===== src/rtl/aes_pkg.sv =====
// Shared AES controller definitions: block width, round counts and FSM state type.
package aes_pkg;

  localparam int AES_BLOCK_W = 128;

  localparam int AES128_NR = 10;
  localparam int AES192_NR = 12;
  localparam int AES256_NR = 14;

  typedef enum logic [2:0] {
    IDLE,
    KEY0,
    RKEY,
    ROUND,
    DONE
  } aes_ctrl_state_t;

endpackage


===== src/rtl/aes_round_ctrl.sv =====
// Iterative AES encryption controller: sequences key fetches and datapath rounds.
// Define AES_ABORT_EN to add the abort input, which returns any busy state to IDLE.
module aes_round_ctrl
  import aes_pkg::*;
#(
  parameter int NR = AES128_NR
) (
  input  logic                   clk,
  input  logic                   rst_n,
`ifdef AES_ABORT_EN
  input  logic                   abort,
`endif
  input  logic                   in_valid,
  output logic                   in_ready,
  input  logic [AES_BLOCK_W-1:0] in_block,
  output logic                   out_valid,
  input  logic                   out_ready,
  output logic [AES_BLOCK_W-1:0] out_block,
  output logic                   rk_req,
  output logic [3:0]             rk_idx,
  input  logic                   rk_ack,
  input  logic [AES_BLOCK_W-1:0] rk_data,
  output logic [AES_BLOCK_W-1:0] dp_state,
  output logic [AES_BLOCK_W-1:0] dp_key,
  output logic                   dp_final,
  input  logic [AES_BLOCK_W-1:0] dp_result,
  output logic                   busy
);

  if (!(NR == AES128_NR || NR == AES192_NR || NR == AES256_NR)) begin : g_bad_nr
    $error("aes_round_ctrl: NR must be 10, 12 or 14");
  end

  localparam logic [3:0] NR_L = 4'(NR);

  aes_ctrl_state_t       state_q, state_d;
  logic [AES_BLOCK_W-1:0] st_q, st_d;
  logic [AES_BLOCK_W-1:0] key_q, key_d;
  logic [3:0]             rnd_q, rnd_d;

  always_ff @(posedge clk or negedge rst_n) begin
    if (!rst_n) begin
      state_q <= IDLE;
      st_q    <= '0;
      key_q   <= '0;
      rnd_q   <= '0;
    end else begin
      state_q <= state_d;
      st_q    <= st_d;
      key_q   <= key_d;
      rnd_q   <= rnd_d;
    end
  end

  always_comb begin
    state_d = state_q;
    st_d    = st_q;
    key_d   = key_q;
    rnd_d   = rnd_q;
    case (state_q)
      IDLE: if (in_valid) begin
        st_d    = in_block;
        rnd_d   = '0;
        state_d = KEY0;
      end
      KEY0: if (rk_ack) begin
        st_d    = st_q ^ rk_data;
        rnd_d   = 4'd1;
        state_d = RKEY;
      end
      RKEY: if (rk_ack) begin
        key_d   = rk_data;
        state_d = ROUND;
      end
      ROUND: begin
        st_d = dp_result;
        if (rnd_q == NR_L) state_d = DONE;
        else begin
          rnd_d   = rnd_q + 4'd1;
          state_d = RKEY;
        end
      end
      DONE: if (out_ready) state_d = IDLE;
      default: state_d = IDLE;
    endcase
`ifdef AES_ABORT_EN
    // Abort wins over any ack/handshake; wipe the partial block so nothing lingers.
    if (abort && state_q != IDLE) begin
      state_d = IDLE;
      st_d    = '0;
      key_d   = '0;
      rnd_d   = '0;
    end
`endif
  end

  // in_ready is gated by rst_n so it reads 0 throughout reset, not just after.
  assign in_ready  = (state_q == IDLE) && rst_n;
  assign busy      = (state_q != IDLE);
  assign out_valid = (state_q == DONE);
  assign out_block = st_q;
  assign rk_req    = (state_q == KEY0) || (state_q == RKEY);
  assign rk_idx    = (state_q == RKEY) ? rnd_q : 4'd0;
  assign dp_state  = st_q;
  assign dp_key    = key_q;
  assign dp_final  = (state_q == ROUND) && (rnd_q == NR_L);

endmodule


===== config.mk =====
export PLATFORM = sky130hd
export DESIGN_NAME = aes_round_ctrl
export DESIGN_NICKNAME = d
export VERILOG_FILES = /design/src/rtl/aes_pkg.sv /design/src/rtl/aes_round_ctrl.sv
export SDC_FILE = /design/constraint.sdc
export NUM_CORES = 1
export LEC_CHECK = 0
export BUFFER_PORTS_ARGS = -buffer_cell sky130_fd_sc_hd__buf_2
export CAP_MARGIN = 20
export CORE_AREA = 2 2 308 310
export CTS_BUF_LIST = sky130_fd_sc_hd__clkbuf_4
export DETAILED_ROUTE_END_ITERATION = 8
export DIE_AREA = 0 0 310 312
export SETUP_SLACK_MARGIN = 0.2
export SLEW_MARGIN = 10
export SYNTH_ARGS = -nofsm -noshare
export SYNTH_HDL_FRONTEND = slang
export SYNTH_SLANG_ARGS = --single-unit

===== constraint.sdc =====
create_clock -name clk -period 1.75 [get_ports clk]
set_clock_uncertainty 0.05 [all_clocks]
set_input_delay 0.4375 -clock clk [delete_from_list [all_inputs] [get_ports clk]]
set_output_delay 0.4375 -clock clk [all_outputs]
set_load 0.01 [all_outputs]

After elaboration in Yosys (flattened, before gate mapping):

Index checks and enable logic that the tools add are counted.

* equal/unequal tests: 10
* reduce and logical (&&, ||, !) cells: 10
* add/sub/neg operators: 1
* muxes and demuxes: 14
* bitwise logic cells: 1

Operators with widths (count)
* $pmux W128 S3: 1
* $mux W128: 2
* $xor A128 B128 Y128: 1
* $mux W4: 4
* $mux W3: 5
* $pmux W3 S5: 1
* $pmux W4 S3: 1
* $ne A2 B2 Y1 const B: 4
* $reduce_and A4 Y1: 2
* $eq A3 B2 Y1 const B: 2
* $reduce_bool A3 Y1: 2
* $add A4 B1 Y4 const B: 1
* $eq A4 B4 Y1 const B: 1
* $eq A3 B1 Y1 const B: 1
* $eq A3 B3 Y1 const B: 1
* $logic_not A3 Y1: 1
* $reduce_and A3 Y1: 1
* $logic_and A1 B1 Y1: 2
* $ne A2 B1 Y1 const B: 1
* $reduce_and A2 Y1: 1
* $logic_or A1 B1 Y1: 1

* word-level logic and storage cells: 40
* flip-flop bits (word level): 263

Depth between registers and ports, before layout:

* depth after elaboration: 3
* mapped depth: 7
* gate-level depth less buffers: 5

Least setup slack after synthesis:

Ideal clock, no wire load.

* kind: register -> output
* from: register state_q[1]
* to: output port rk_req
* path slack: -0.060 ns
* required time: 1.262 ns
* cell stages (with the launch flop): 6
* arrival: 1.323 ns
* path through: dfrtp_1 > buf_2 > nor3b_2 > buf_2 > buf_2 > or2_2

* word-level cells in the longest chain between the ends: 2

Ends and longest elaborated chain
* start, declared: RTL line aes_round_ctrl.sv:36 `aes_ctrl_state_t state_q, state_d;`
* start signal, assigned: RTL line aes_round_ctrl.sv:48 `state_q <= state_d;`
* $eq A3 B1 Y1 or $eq A3 B2 Y1 (tied branches): RTL line aes_round_ctrl.sv:102 `assign rk_req = (state_q == KEY0) || (state_q == RKEY);`
* $logic_or A1 B1 Y1 *: RTL line aes_round_ctrl.sv:102
* end, declared: RTL line aes_round_ctrl.sv:19 `output logic rk_req,`

Mark *: on every way between the ends. The rest lies on a longest branch, timed or not.

Final worst setup path:

* from: register state_q[0]
* to: output port in_ready

* word-level cells in the longest chain between the ends: 2

Ends and longest elaborated chain
* $logic_not A3 Y1: RTL line aes_round_ctrl.sv:98 `assign in_ready = (state_q == IDLE) && rst_n;`
* $logic_and A1 B1 Y1: RTL line aes_round_ctrl.sv:98
* end, declared: RTL line aes_round_ctrl.sv:14 `output logic in_ready,`

No other way between the ends.

==> flow_summary.json <==
{
  "powerDensity_mw_per_mm2": 1710,
  "cts_sinks": 263,
  "clock_path_buffers": 3,
  "grt_pass1_vias": 21122,
  "fin_cells": 4327,
  "numCtsBuffers": 85,
  "cp_slowest_cell": "dfrtp_4",
  "core_mm2": 0.0930,
  "synth-seq-cells": 263,
  "drt_pre_antenna_iters": 5,
  "clk_latency_ns": 0.87,
  "drive_gt1_share_pct": 59.8,
  "yosysWarningCount": 0,
  "synthesis.area_mm2": 0.0164,
  "hold-worst-slack_ns": 0.214,
  "maxClockFrequency_mhz": 377,
  "ir_worst_vdd_v": 0.000995,
  "fin_ws_ns": -0.904,
  "start_util_pct": 17.7,
  "numPortBuffers": 781,
  "failed_checks": "setup timing",
  "internal-power_mw": 33.1,
  "tightest_slew_ns": 0.854,
  "pwr-share-seq_pct": 21.2,
  "avgViaCountPerCell": 4.73,
  "cp.required_ns": 1.26,
  "syn_to_final_growth_pct": 105,
  "p_clk_share_pct": 11.0,
  "pwr-share-comb_pct": 67.8,
  "min_period_ns": 2.65,
  "drt-wirelength-per-cell_um": 22.8,
  "finalWeightedCongestion": 0.901,
  "clockRootBuffer": "clkbuf_4",
  "setup.worst_path.start_class": "flop",
  "placed_area_mm2": 0.0223,
  "ant_nets": 0,
  "whs_path_depth": 4,
  "place_ws_ns": -0.247,
  "max-cap-violations": 0,
  "hpwl_mm": 53.9,
  "drc_errors": 0,
  "ys_types": 39,
  "tns_ns": -135.91,
  "finalHoldViolCount": 0,
  "grt_max_degree": 78,
  "rsz0062_at_grt": "yes",
  "grt_pass1_wl_mm": 132,
  "dieArea_mm2": 0.0967,
  "cts_tree": "built",
  "yosys-top-cells-area": "dfrtp_1 (40%), a221oi_1 (12%), mux2_2 (8.8%), and4b_1 (7.8%), buf_4 (6.8%)",
  "status": "finished, violations left",
  "path_cells": "buf_6 > or3_4 > nor2_4 > buf_6",
  "p_total_mw": 57.8,
  "overflow": 0,
  "synth_top_area_cell": "dfrtp_1",
  "clk_pin_slew_worst_paths_ns": 0.07,
  "wl_mm": 98.6,
  "antenna_found_initial": 10,
  "hold_path_class": "input pin to flop",
  "synth_top_area_share_pct": 40.0,
  "grt_usage_pct": 18.0,
  "seq_area_frac_synth_pct": 40.0,
  "switching_share_pct": 42.7,
  "rr_worst_depth": 5,
  "setup_viol": 651,
  "critPathKind": "flop to output pin",
  "avgSynthCellArea_um2": 10.1,
  "syn-num-nets": 2015,
  "worstPathArrival_ns": 2.17,
  "p_leak_nw": 15.7,
  "layout_commonest_cell": "buf_2",
  "cp-end-kind": "output pin",
  "fillers": 8757,
  "nets": 3401,
  "drt_iter0_markers": 1658,
  "relSlewSlack_pct": 43.0,
  "final_cell_mix": "buf_2 (620), dlygate4sd3_1 (385), buf_4 (284)",
  "die_h_um": 312,
  "num_rows": 112,
  "final_max_slew_viol_count": 0,
  "stdcell_area_mm2": 0.0338,
  "utilization_pct": 36.3,
  "synthCells": 1624,
  "pin_count": 782,
  "place_inst": 3551,
  "htree_num_levels": 3,
  "p_switching_mw": 24.7,
  "dieWidth_um": 310,
  "path_max_fanout": 4,
  "crit_path_frequent_cell": "buf_6",
  "max_stage_delay_ns": 0.50,
  "vias": 20451,
  "finalCritPeriodShare_pct": 152
}
-- cells in the mapped netlist --
cell type and number:
o22ai_1 128, a221oi_2 41, nor2_1 3, a221o_1 1
a21oi_1 2, a2111oi_0 1, and2_1 5, and3b_1 1
clkbuf_4 1, a21o_1 2, and3_1 2, nor3b_2 2
o21ai_1 1, buf_4 149, nand2_1 1, or3_1 1
nand3b_1 1, nand3_1 2, or3b_1 1, xnor2_1 1
buf_2 56, a22oi_1 1, mux2_2 129, nor2b_1 130
a221oi_1 216, inv_1 263, o21ai_0 2, buf_6 4
and4b_1 128, a22o_1 1, or2_2 1, dfrtp_1 263
ha_1 2, clkbuf_2 1, nand2b_1 2, clkbuf_1 72
o2bb2ai_1 2, buf_1 4, a31oi_1 1
-- cell type report --
class	count	area (um^2)	area share, %
antenna	12	30.0	0.0889
clock buffer	117	878	2.60
clock inverter	21	90.1	0.267
inverter	263	987	2.92
multi-input combinational	812	10100	30.0
sequential	263	6630	19.6
tap	1254	1570	4.64
timing repair buffer	1585	13500	39.9
-- timing repair --
action,in CTS,in global routing
setup buffers,143,64
pin swaps,119,96
resized for setup,378,348
hold buffers,386,0
endpoints found under the hold margin,524,0
setup endpoints to repair,656,656
cloned,27,6
-- registers in the layout, summed over array words and instances (netlist names) --
name and count:
state_q 3, rnd_q 4, dp_state 128, dp_key 128
-- final timing paths --
| path | endpoint | slack (ns) | startpoint |
|---|---|---|---|
| max | in_ready | -0.90 | state_q[0]$_DFFE_PN0P_ |
| min | dp_state[97]$_DFFE_PN0P_ | 0.21 | dp_result[97] |
| max reg2reg | dp_state[27]$_DFFE_PN0P_ | -0.43 | state_q[2]$_DFFE_PN0P_ |
| min reg2reg | dp_key[109]$_DFFE_PN0P_ | 0.45 | dp_key[109]$_DFFE_PN0P_ |
| max in group asynchronous | dp_state[19]$_DFFE_PN0P_ | 0.84 | rst_n |
| min in group asynchronous | dp_key[100]$_DFFE_PN0P_ | 0.24 | rst_n |
-- metal layers --
layer | GRT usage [%] | up-vias | routed length, um | share of wire, %
met3 | 4.76 | 351 | 7800 | 7.9
met4 | 11.3 | 4 | 5960 | 6.0
met2 | 29.6 | 1251 | 47400 | 48
li1 | - | 8768 | - | -
met1 | 20.6 | 10077 | 37400 | 38
met5 | 0 | - | 29 | 0.029
-- critical path: cells and delay by family (launching register included) --
family / cells / cell delay, ns
buf+inv: 2 / 0.25
flops: 1 / 0.50
simple gates: 2 / 0.53
-- power groups by stage --
| stage | logic (mW) | registers, mW | clock network, mW |
|---|---|---|---|
| floorplan | 13.6 | 12.6 | 0 |
| global placement | 22.3 | 11.9 | 0 |
| detailed placement | 22.6 | 11.9 | 0 |
| CTS | 32.4 | 11.8 | 6.53 |
| global route | 41.1 | 12.5 | 6.91 |
| finish | 39.2 | 12.3 | 6.35 |
-- kinds of logic (layout without fill, tap and decap cells) --
kind of cell | count (synthesis) | count (layout) | share of synthesized area, %
AND/OR/NAND/NOR | 280 | 280 | 13.6
XOR/XNOR | 1 | 1 | 0.0533
buffers and inverters | 550 | 1986 | 16.6
adder cells (fa/ha/maj) | 2 | 2 | 0.152
AO/OA/AOI/OAI | 399 | 400 | 20.7
other | 0 | 12 | 0
flip-flops | 263 | 263 | 40.0
multiplexers | 129 | 129 | 8.83
(Power assumes the default switching activity.)
